`src/rtl/encoder_pkg.sv`:
```
`default_nettype none
// ============================================================================
// Module      : encoder_pkg
// Description : Shared types, constants and helpers for prio_encoder_drain.
//               Optional build macro used by this block:
//               PRIO_ENCODER_MSB_FIRST_EN (bit N-1 wins, descending drain).
// Revision    : 1.0 - initial release
// ============================================================================
package encoder_pkg;

  // Default number of request lines.
  localparam int DEFAULT_N = 8;

  // Two-state handshake controller: waiting for a vector, or emitting beats.
  typedef enum logic [0:0] {
    IDLE = 1'b0,
    EMIT = 1'b1
  } state_e;

  // Index width for an n-line encoder; never narrower than one bit.
  function automatic int idx_width(input int n);
    return (n <= 2) ? 1 : $clog2(n);
  endfunction

endpackage
`default_nettype wire

```
`src/rtl/prio_find.sv`:
```
`default_nettype none
// ============================================================================
// Module      : prio_find
// Description : Combinational priority finder. Returns the index of the
//               lowest set bit (highest set bit when PRIO_ENCODER_MSB_FIRST_EN
//               is defined) and flags vectors with exactly one bit set.
//               An all-zero vector yields index 0.
// Revision    : 1.0 - initial release
// ============================================================================
module prio_find
  import encoder_pkg::*;
#(
  parameter  int N = DEFAULT_N,
  localparam int W = idx_width(N)
) (
  input  logic [N-1:0] vec_i,
  output logic [W-1:0] idx_o,
  output logic         single_o
);

  logic w_found;

  // Scan from the highest-priority end; the first set bit wins.
  always_comb begin
    idx_o   = '0;
    w_found = 1'b0;
`ifdef PRIO_ENCODER_MSB_FIRST_EN
    for (int k = N - 1; k >= 0; k--) begin
      if (!w_found && vec_i[k]) begin
        idx_o   = W'(k);
        w_found = 1'b1;
      end
    end
`else
    for (int k = 0; k < N; k++) begin
      if (!w_found && vec_i[k]) begin
        idx_o   = W'(k);
        w_found = 1'b1;
      end
    end
`endif
  end

  // Exactly one bit set: non-zero and clearing the lowest set bit leaves zero.
  always_comb begin
    single_o = (vec_i != '0) && ((vec_i & (vec_i - N'(1))) == '0);
  end

endmodule
`default_nettype wire

```
`src/rtl/prio_encoder_drain.sv`:
```
`default_nettype none
// ============================================================================
// Module      : prio_encoder_drain
// Description : Registered priority encoder with valid/ready on both sides.
//               mode=0 emits the single highest-priority index; mode=1 drains
//               every set bit, one beat per accepted cycle. All-zero vectors
//               produce one beat flagged out_none.
//               Build macro: PRIO_ENCODER_MSB_FIRST_EN selects MSB-first
//               priority (default is LSB-first).
// Revision    : 1.0 - initial release
// ============================================================================
module prio_encoder_drain
  import encoder_pkg::*;
#(
  parameter  int N = DEFAULT_N,
  localparam int W = idx_width(N)
) (
  input  logic         clk,
  input  logic         rst_n,
  input  logic         in_valid,
  output logic         in_ready,
  input  logic [N-1:0] in_vec,
  input  logic         mode,
  output logic         out_valid,
  input  logic         out_ready,
  output logic [W-1:0] out_idx,
  output logic         out_last,
  output logic         out_none
);

  state_e       state_q, state_d;
  logic [N-1:0] pending_q, pending_d;
  logic         mode_q, mode_d;
  logic         zero_q, zero_d;

  logic [W-1:0] w_idx;
  logic         w_single;

  prio_find #(.N(N)) u_prio_find (
    .vec_i    (pending_q),
    .idx_o    (w_idx),
    .single_o (w_single)
  );

  // State and captured-vector registers; reset discards any pending beats.
  always_ff @(posedge clk or negedge rst_n) begin
    if (!rst_n) begin
      state_q   <= IDLE;
      pending_q <= '0;
      mode_q    <= 1'b0;
      zero_q    <= 1'b0;
    end else begin
      state_q   <= state_d;
      pending_q <= pending_d;
      mode_q    <= mode_d;
      zero_q    <= zero_d;
    end
  end

  // Next-state and handshake outputs; beat fields are forced to 0 outside EMIT.
  always_comb begin
    state_d   = state_q;
    pending_d = pending_q;
    mode_d    = mode_q;
    zero_d    = zero_q;
    in_ready  = 1'b0;
    out_valid = 1'b0;
    out_idx   = '0;
    out_last  = 1'b0;
    out_none  = 1'b0;

    unique case (state_q)
      IDLE: begin
        in_ready = 1'b1;
        if (in_valid) begin
          pending_d = in_vec;
          mode_d    = mode;
          zero_d    = (in_vec == '0);
          state_d   = EMIT;
        end
      end

      EMIT: begin
        out_valid = 1'b1;
        out_idx   = w_idx;
        out_none  = zero_q;
        out_last  = zero_q | ~mode_q | w_single;
        if (out_ready) begin
          if (out_last) begin
            pending_d = '0;
            state_d   = IDLE;
          end else begin
            // Drain: retire the bit just emitted; the next one surfaces next cycle.
            pending_d[w_idx] = 1'b0;
          end
        end
      end

      default: state_d = IDLE;
    endcase
  end

endmodule
`default_nettype wire
```
`config.mk`:
```
export PLATFORM = sky130hd
export DESIGN_NAME = prio_encoder_drain
export DESIGN_NICKNAME = d
export VERILOG_FILES = /design/src/rtl/encoder_pkg.sv /design/src/rtl/prio_find.sv /design/src/rtl/prio_encoder_drain.sv
export SDC_FILE = /design/constraint.sdc
export NUM_CORES = 1
export LEC_CHECK = 0
export ABC_AREA = 0
export ABC_CLOCK_PERIOD_IN_PS = 3300
export CAP_MARGIN = 30
export CORE_MARGIN = 2
export CORE_UTILIZATION = 35
export CTS_CLUSTER_DIAMETER = 200
export DETAILED_ROUTE_END_ITERATION = 12
export GPL_TIMING_DRIVEN = 0
export PLACE_DENSITY = 0.72
export SYNTH_ARGS = -nofsm -noshare
export SYNTH_HDL_FRONTEND = slang
export SYNTH_SLANG_ARGS = --single-unit
export TNS_END_PERCENT = 30
```
`constraint.sdc`:
```
create_clock -name clk -period 3.3 [get_ports clk]
set_input_delay 0.66 -clock clk [delete_from_list [all_inputs] [get_ports clk]]
set_output_delay 0.66 -clock clk [all_outputs]
set_load 0.05 [all_outputs]
```
==> results_dict.tcl, run 1 <==
set metrics [dict create \
    wl_per_cell_um 13.6 \
    synth_nets 94 \
    io_buffers 19 \
    diodes 0 \
    totalWireLength_um 1760 \
    setup_violations 0 \
    power_frac_comb_pct 62.3 \
    p_leak_nw 0.383 \
    cts_resized 2 \
    clock_latency_ns 0.27 \
    path_cells "or4_1 -> buf_2 -> nand2_1 -> o22ai_1 -> o31a_1 -> clkdlybuf4s50_1" \
    clk_pin_slew_worst_paths_ns 0.07 \
    final_nets 117 \
    ys_warn_count 0 \
    ys.flop_type "dfrtp_1" \
    initial_core_util_pct 36.1 \
    drc 0 \
    rows 16 \
    p_switching_w 0.000530 \
    mostFrequentLayoutCells "17 x clkdlybuf4s50_1, 11 x o21ai_0, 11 x dfrtp_1" \
    gp_congestion 0.820 \
    grt_usage_pct 16.4 \
    worstPathArrival_ns 2.54 \
    crit_path_start_kind "flip-flop" \
    cts_root_buf "clkbuf_4" \
    grt_remaining_overflow 0 \
    internal-power_w 0.000468 \
    syn-instance-count 81 \
    synth_mux_area_share_pct 1.46 \
    cts_setup_buffers 0 \
    dp_cells 127 \
    r2r_slack_ns 1.56 \
    min-delay-path-class "reg -> reg" \
    final_common_cell "clkdlybuf4s50_1" \
    max_slew_margin_pct 65.4 \
    r2r_end "pending_q[6]" \
    vias 699 \
    synth_top_family_by_area "compound AO/OA/AOI/OAI gates" \
    pwr-share-seq_pct 28.3 \
    cts_hold_buf 0 \
    cts_tree "built" \
    hold_start "mode_q" \
    synth_edf_count 0 \
    fp.dieH_um 48.3 \
    synth_compound_area_share_pct 30.6 \
    critPathMaxStageDelay_ns 0.69 \
    fp.dieW_um 48.3 \
    seq_area_frac_synth_pct 40.1 \
    htreeDepth 1 \
    holdPathStages 2 \
    async_flop_share_pct 100 \
    r2r_start "pending_q[2]" \
    synth-seq-cells 11 \
    cts_buffers 3 \
    power.density_nw_per_um2 1070 \
    clockBufferDepth 2 \
    coreArea_sq_um 1900 \
    postRouteAntennaNets 0 \
    cap_viol_max_count 0 \
    final.setup.tns_ns 0 \
    crit_fanout 7 \
    power_frac_clock_pct 9.5 \
    hold_violations 0 \
    fmax_mhz 312 \
    period_minus_slack_ns 3.20 \
    end_kind "output pin" \
    syn_area_per_cell_sq_um 8.48 \
    status "finished, final reports clean" \
    tightest_slew_ns 0.518 \
    grt_start_max_net_pins 12 \
    period_share_pct 97.0 \
    cts_sinks 11 \
    antenna_found_initial 0 \
    worstHoldEndpoint "mode_q" \
    critPathLaunch "pending_q[2]" \
    grt_setup_unrepaired "false" \
    slowest_stage "clkdlybuf4s50_1" \
    slew_viol_final 0 \
    synthToLayoutAreaGrowth_pct 35.5 \
    ys_types 29 \
    crit_required_ns 2.64 \
    ir_drop_mv 0.523 \
    grt_pass1_wl_um 3000 \
    die_area_sq_um 2330 \
    critical_path_class "reg -> out" \
    fin_skew_ns 0.00634 \
    synth_fa_ha_area_share_pct 0 \
    synth_simple_gate_area_share_pct 19.9 \
    worstRegToRegCells 5 \
    final_layout_size_suffix_gt1_share_pct 5.83 \
    dp_hpwl_um 1290 \
    grt_pass1_vias 634 \
    pin_count 20 \
    drt_pass1_iterations 4 \
    drt_iter0_markers 13 \
    synth-xor-area-share_pct 1.28 \
    swShare_pct 53.1 \
    viasPerCell 5.38 \
    finalNonFillerCells 130 \
    syn_area_sq_um 687 \
]
-- area by class of cell --
class / count / area (sq um)
tap: 27 / 33.8
multi-input combinational: 58 / 365
timing repair buffer: 19 / 188
buffer: 4 / 16.3
inverter: 7 / 26.3
sequential: 11 / 275
fill: 182 / 971
clock buffer: 4 / 26.3
-- worst max-delay path, delay by kind of cell (launching register included) --
family	cells	cell delay (ns)
buffers and inverters	2	0.88
and+or+nand+nor	2	0.61
DFF	1	0.44
AOI/OAI and AO/OA	2	0.33
-- sequential cells by signal (all words and copies together) (netlist names) --
name       cells
mode_q         1
state_q        1
pending_q      8
zero_q         1
-- synthesized netlist by cell type, drive strengths merged, types with 2 or more instances --
cell type  count  share of area [%]
o31ai          2                2.2
nand2          5                2.7
o22ai          2                1.8
clkbuf         4                2.2
a22o           4                5.1
dfrtp         11                 40
nand3          3                2.2
inv            7                3.8
nor4           4                5.8
nor2           4                2.2
a21oi          5                3.6
o21ai         12                8.7
a22oi          3                3.3
nor3           3                2.9
-- power groups by stage --
| stage | sequential, W | clock, W | combinational (W) |
|---|---|---|---|
| 4_1_cts | 0.000264 | 0.0000988 | 0.000646 |
| 6_report | 0.000282 | 0.0000945 | 0.000622 |
| 3_3_place_gp | 0.000262 | 0 | 0.000645 |
| 5_1_grt | 0.000292 | 0.000107 | 0.000678 |
| 3_5_place_dp | 0.000266 | 0 | 0.000653 |
| 2_1_floorplan | 0.000270 | 0 | 0.000463 |
-- how the worst max path moves through the flow --
stage / endpoint / slack, ns / depth (start not counted)
2_1_floorplan: out_idx[2] / 0.26 / 3
3_3_place_gp: out_idx[0] / 0.28 / 6
3_5_place_dp: out_idx[1] / 0.29 / 6
4_1_cts: out_last / 0.08 / 6
5_1_grt: out_last / 0.003 / 6
6_report: out_last / 0.1 / 6
-- cell families after synthesis --
family / Yosys count
AOI/OAI and AO/OA: 33
and+or+nand+nor: 23
buffers and inverters: 12
DFF: 11
xor gates and xnor gates: 1
muxes: 1
-- through the flow --
step | instance area (sq um) | util (%) | power, W | setup slack, ns | hold slack [ns]
2_1_floorplan | 687 | - | 0.000733 | 0.260 | 0.364
3_3_place_gp | 911 | 47.9 | 0.000908 | 0.283 | 0.563
3_5_place_dp | 911 | 47.9 | 0.000919 | 0.290 | 0.578
4_1_cts | 935 | 49.1 | 0.00101 | 0.0815 | 0.591
5_1_grt | 931 | 48.9 | 0.00108 | 0.00337 | 0.639
6_report | 931 | 48.9 | 0.000998 | 0.0999 | 0.583
-- metal layers --
layer	vias to the layer above	GRT usage [%]	part of all wire (%)
li1	347	-	-
met1	331	21.8	45
met2	19	26.2	48
met3	2	4.94	5.6
met4	0	4.29	0.68
met5	-	0	0
(Power assumes the default switching activity.)
==> run 2, diff against run 1 <==
- PLACE_DENSITY: 0.72 -> default
==> run 2 against run 1 <==
Global-route usage fell by 0.19 points. Cell count up 0.77%. Non-clock buffer count up 1. Highest routed layer unchanged. Sequential share of layout area down 0.31 points. Maximum frequency rose by 4.0%. First-iteration DRC count down 7.7%.
==> results_dict.tcl, run 2 (synthesized netlist as in run 1, its figures left out) <==
set metrics [dict create \
    fill_cells 190 \
    critical_path_class "reg -> out" \
    gp_congestion 0.810 \
    coreArea_sq_um 1900 \
    power.density_nw_per_um2 1060 \
    top_layer_used "met4" \
    crit_path_start_kind "flip-flop" \
    postRouteAntennaNets 0 \
    ir_drop_mv 0.610 \
    crit_required_ns 2.64 \
    crit_fanout 7 \
    finalNonFillerCells 131 \
    cts_setup_buffers 0 \
    largest_register_ffs 8 \
    grt_pass1_vias 667 \
    slew_viol_final 0 \
    p_switching_w 0.000528 \
    dpl_cell_area_sq_um 911 \
    dp_cells 127 \
    internal-power_w 0.000474 \
    dp_slack_ns 0.297 \
    synthToLayoutAreaGrowth_pct 37.0 \
    hold_violations 0 \
    worstRegToRegCells 5 \
    antenna_found_initial 0 \
    max_slew_margin_pct 65.2 \
    viasPerCell 5.30 \
    fp.dieH_um 48.3 \
    wl_per_cell_um 12.9 \
    multi_input_area_sq_um 365 \
    grt_start_max_net_pins 12 \
    initial_core_util_pct 36.1 \
    end_kind "output pin" \
    crit_cells 4 \
    largest_register "pending_q" \
    slowest_stage "clkdlybuf4s50_1" \
    cts_tree "built" \
    fmax_mhz 325 \
    drt_iter0_markers 12 \
    fp.dieW_um 48.3 \
    pwr-share-seq_pct 26.4 \
    stdcell_area_sq_um 941 \
    critPathMaxStageDelay_ns 0.83 \
    mostFrequentLayoutCells "16 x clkdlybuf4s50_1, 11 x o21ai_0, 11 x dfrtp_1" \
    tightest_slew_ns 0.520 \
    worst_slack_ns 0.222 \
    htreeDepth 1 \
    clock_latency_ns 0.27 \
    power_frac_clock_pct 9.2 \
    final_layout_size_suffix_gt1_share_pct 5.77 \
    drt_pass1_iterations 4 \
    clk_pin_slew_worst_paths_ns 0.07 \
    io_buffers 19 \
    cts_root_buf "clkbuf_4" \
    final.setup.tns_ns 0 \
    pin_count 20 \
    final_nets 118 \
    grt_remaining_overflow 0 \
    wl_met1_um 787 \
    fin_skew_ns 0.00247 \
    dp_hpwl_um 1280 \
    hold_ws_ns 0.579 \
    power_frac_comb_pct 64.3 \
    vias 694 \
    status "finished, final reports clean" \
    period_minus_slack_ns 3.08 \
    grt_pass1_wl_um 2940 \
    crit_family "buffers and inverters" \
    period_share_pct 93.3 \
    diodes 0 \
    rows 16 \
    totalWireLength_um 1690 \
    drc 0 \
    grt_setup_unrepaired "false" \
    setup_violations 0 \
    worstPathArrival_ns 2.42 \
    final_common_cell "clkdlybuf4s50_1" \
    regArea_sq_um 275 \
    die_area_sq_um 2330 \
    p_leak_nw 0.408 \
    cts_sinks 11 \
    cap_viol_max_count 0 \
    route.met3.wl_um 66 \
    cts_buffers 3 \
    min-delay-path-class "reg -> reg" \
    path_cells "or4_1 -> buf_2 -> nor3_1 -> clkdlybuf4s50_1" \
    grt_usage_pct 16.2 \
    holdPathStages 2 \
    clockBufferDepth 2 \
    met2_length_um 820 \
    swShare_pct 52.7 \
    crit_buf_inv 2 \
]
## run 2: cell count changes in the layout (fill, tap and decap cells not counted), sizes merged
cell	change
dlymetal6s2s	+2
clkbuf	+1
clkdlybuf4s50	-1
dlygate4sd2	-1
## run 2: final cells by class
type | instances | area share (%)
repair buffers | 19 | 20.6
clock buffers | 4 | 2.79
well taps | 27 | 3.59
flip-flops and latches | 11 | 29.3
inverters | 7 | 2.79
plain buffers | 5 | 2.13
multi-input cells | 58 | 38.8
## run 2: metal layers
metal	GRT usage, %	up-vias
met5	0	-
met1	21.6	332
met4	7.14	0
li1	-	345
met3	4.63	2
met2	24.5	15
## run 2: tightest hold or removal path: cells and delay by family (launching register included)
kind / cells / cell delay (ns)
buffers and inverters: 1 / 0.07
DFF: 1 / 0.38
AOI/OAI and AO/OA: 1 / 0.08
## run 2: timing repair
action | in CTS | in global routing
hold buffers | 0 | 0
gates resized for setup | 1 | 2
setup endpoints to repair | 1 | 2
## run 2: power groups by stage
stage	clock network [W]	logic (W)	registers, W
final	0.0000927	0.000644	0.000265
after global routing	0.000105	0.000705	0.000274
after CTS	0.0000978	0.000650	0.000263
after detailed placement	0	0.000653	0.000265
after global placement	0	0.000650	0.000262
after floorplan	0	0.000463	0.000270
## run 2: through the flow
stage                     util, %  total power (W)
after floorplan                 -         0.000733
final                        49.5          0.00100
after CTS                    49.2          0.00101
after global routing         49.5          0.00108
after global placement       47.9         0.000912
after detailed placement     47.9         0.000918
## run 2: final timing paths
| kind | slack, ns | endpoint | from |
|---|---|---|---|
| worst max-delay path | 0.22 | out_idx[2] | pending_q[2] |
| worst min-delay path | 0.58 | mode_q | mode_q |
| worst max register to register | 1.59 | pending_q[7] | pending_q[2] |
| worst min register to register | 0.58 | mode_q | mode_q |
| max in group asynchronous | 2.22 | pending_q[4] | rst_n |
| min in group asynchronous | 0.73 | pending_q[0] | rst_n |
==> run 3, diff against run 2 <==
- HOLD_SLACK_MARGIN: default -> 0.1
==> results of run 3 <==
The final DEF is identical to that of run 2; final timing and power are the same.
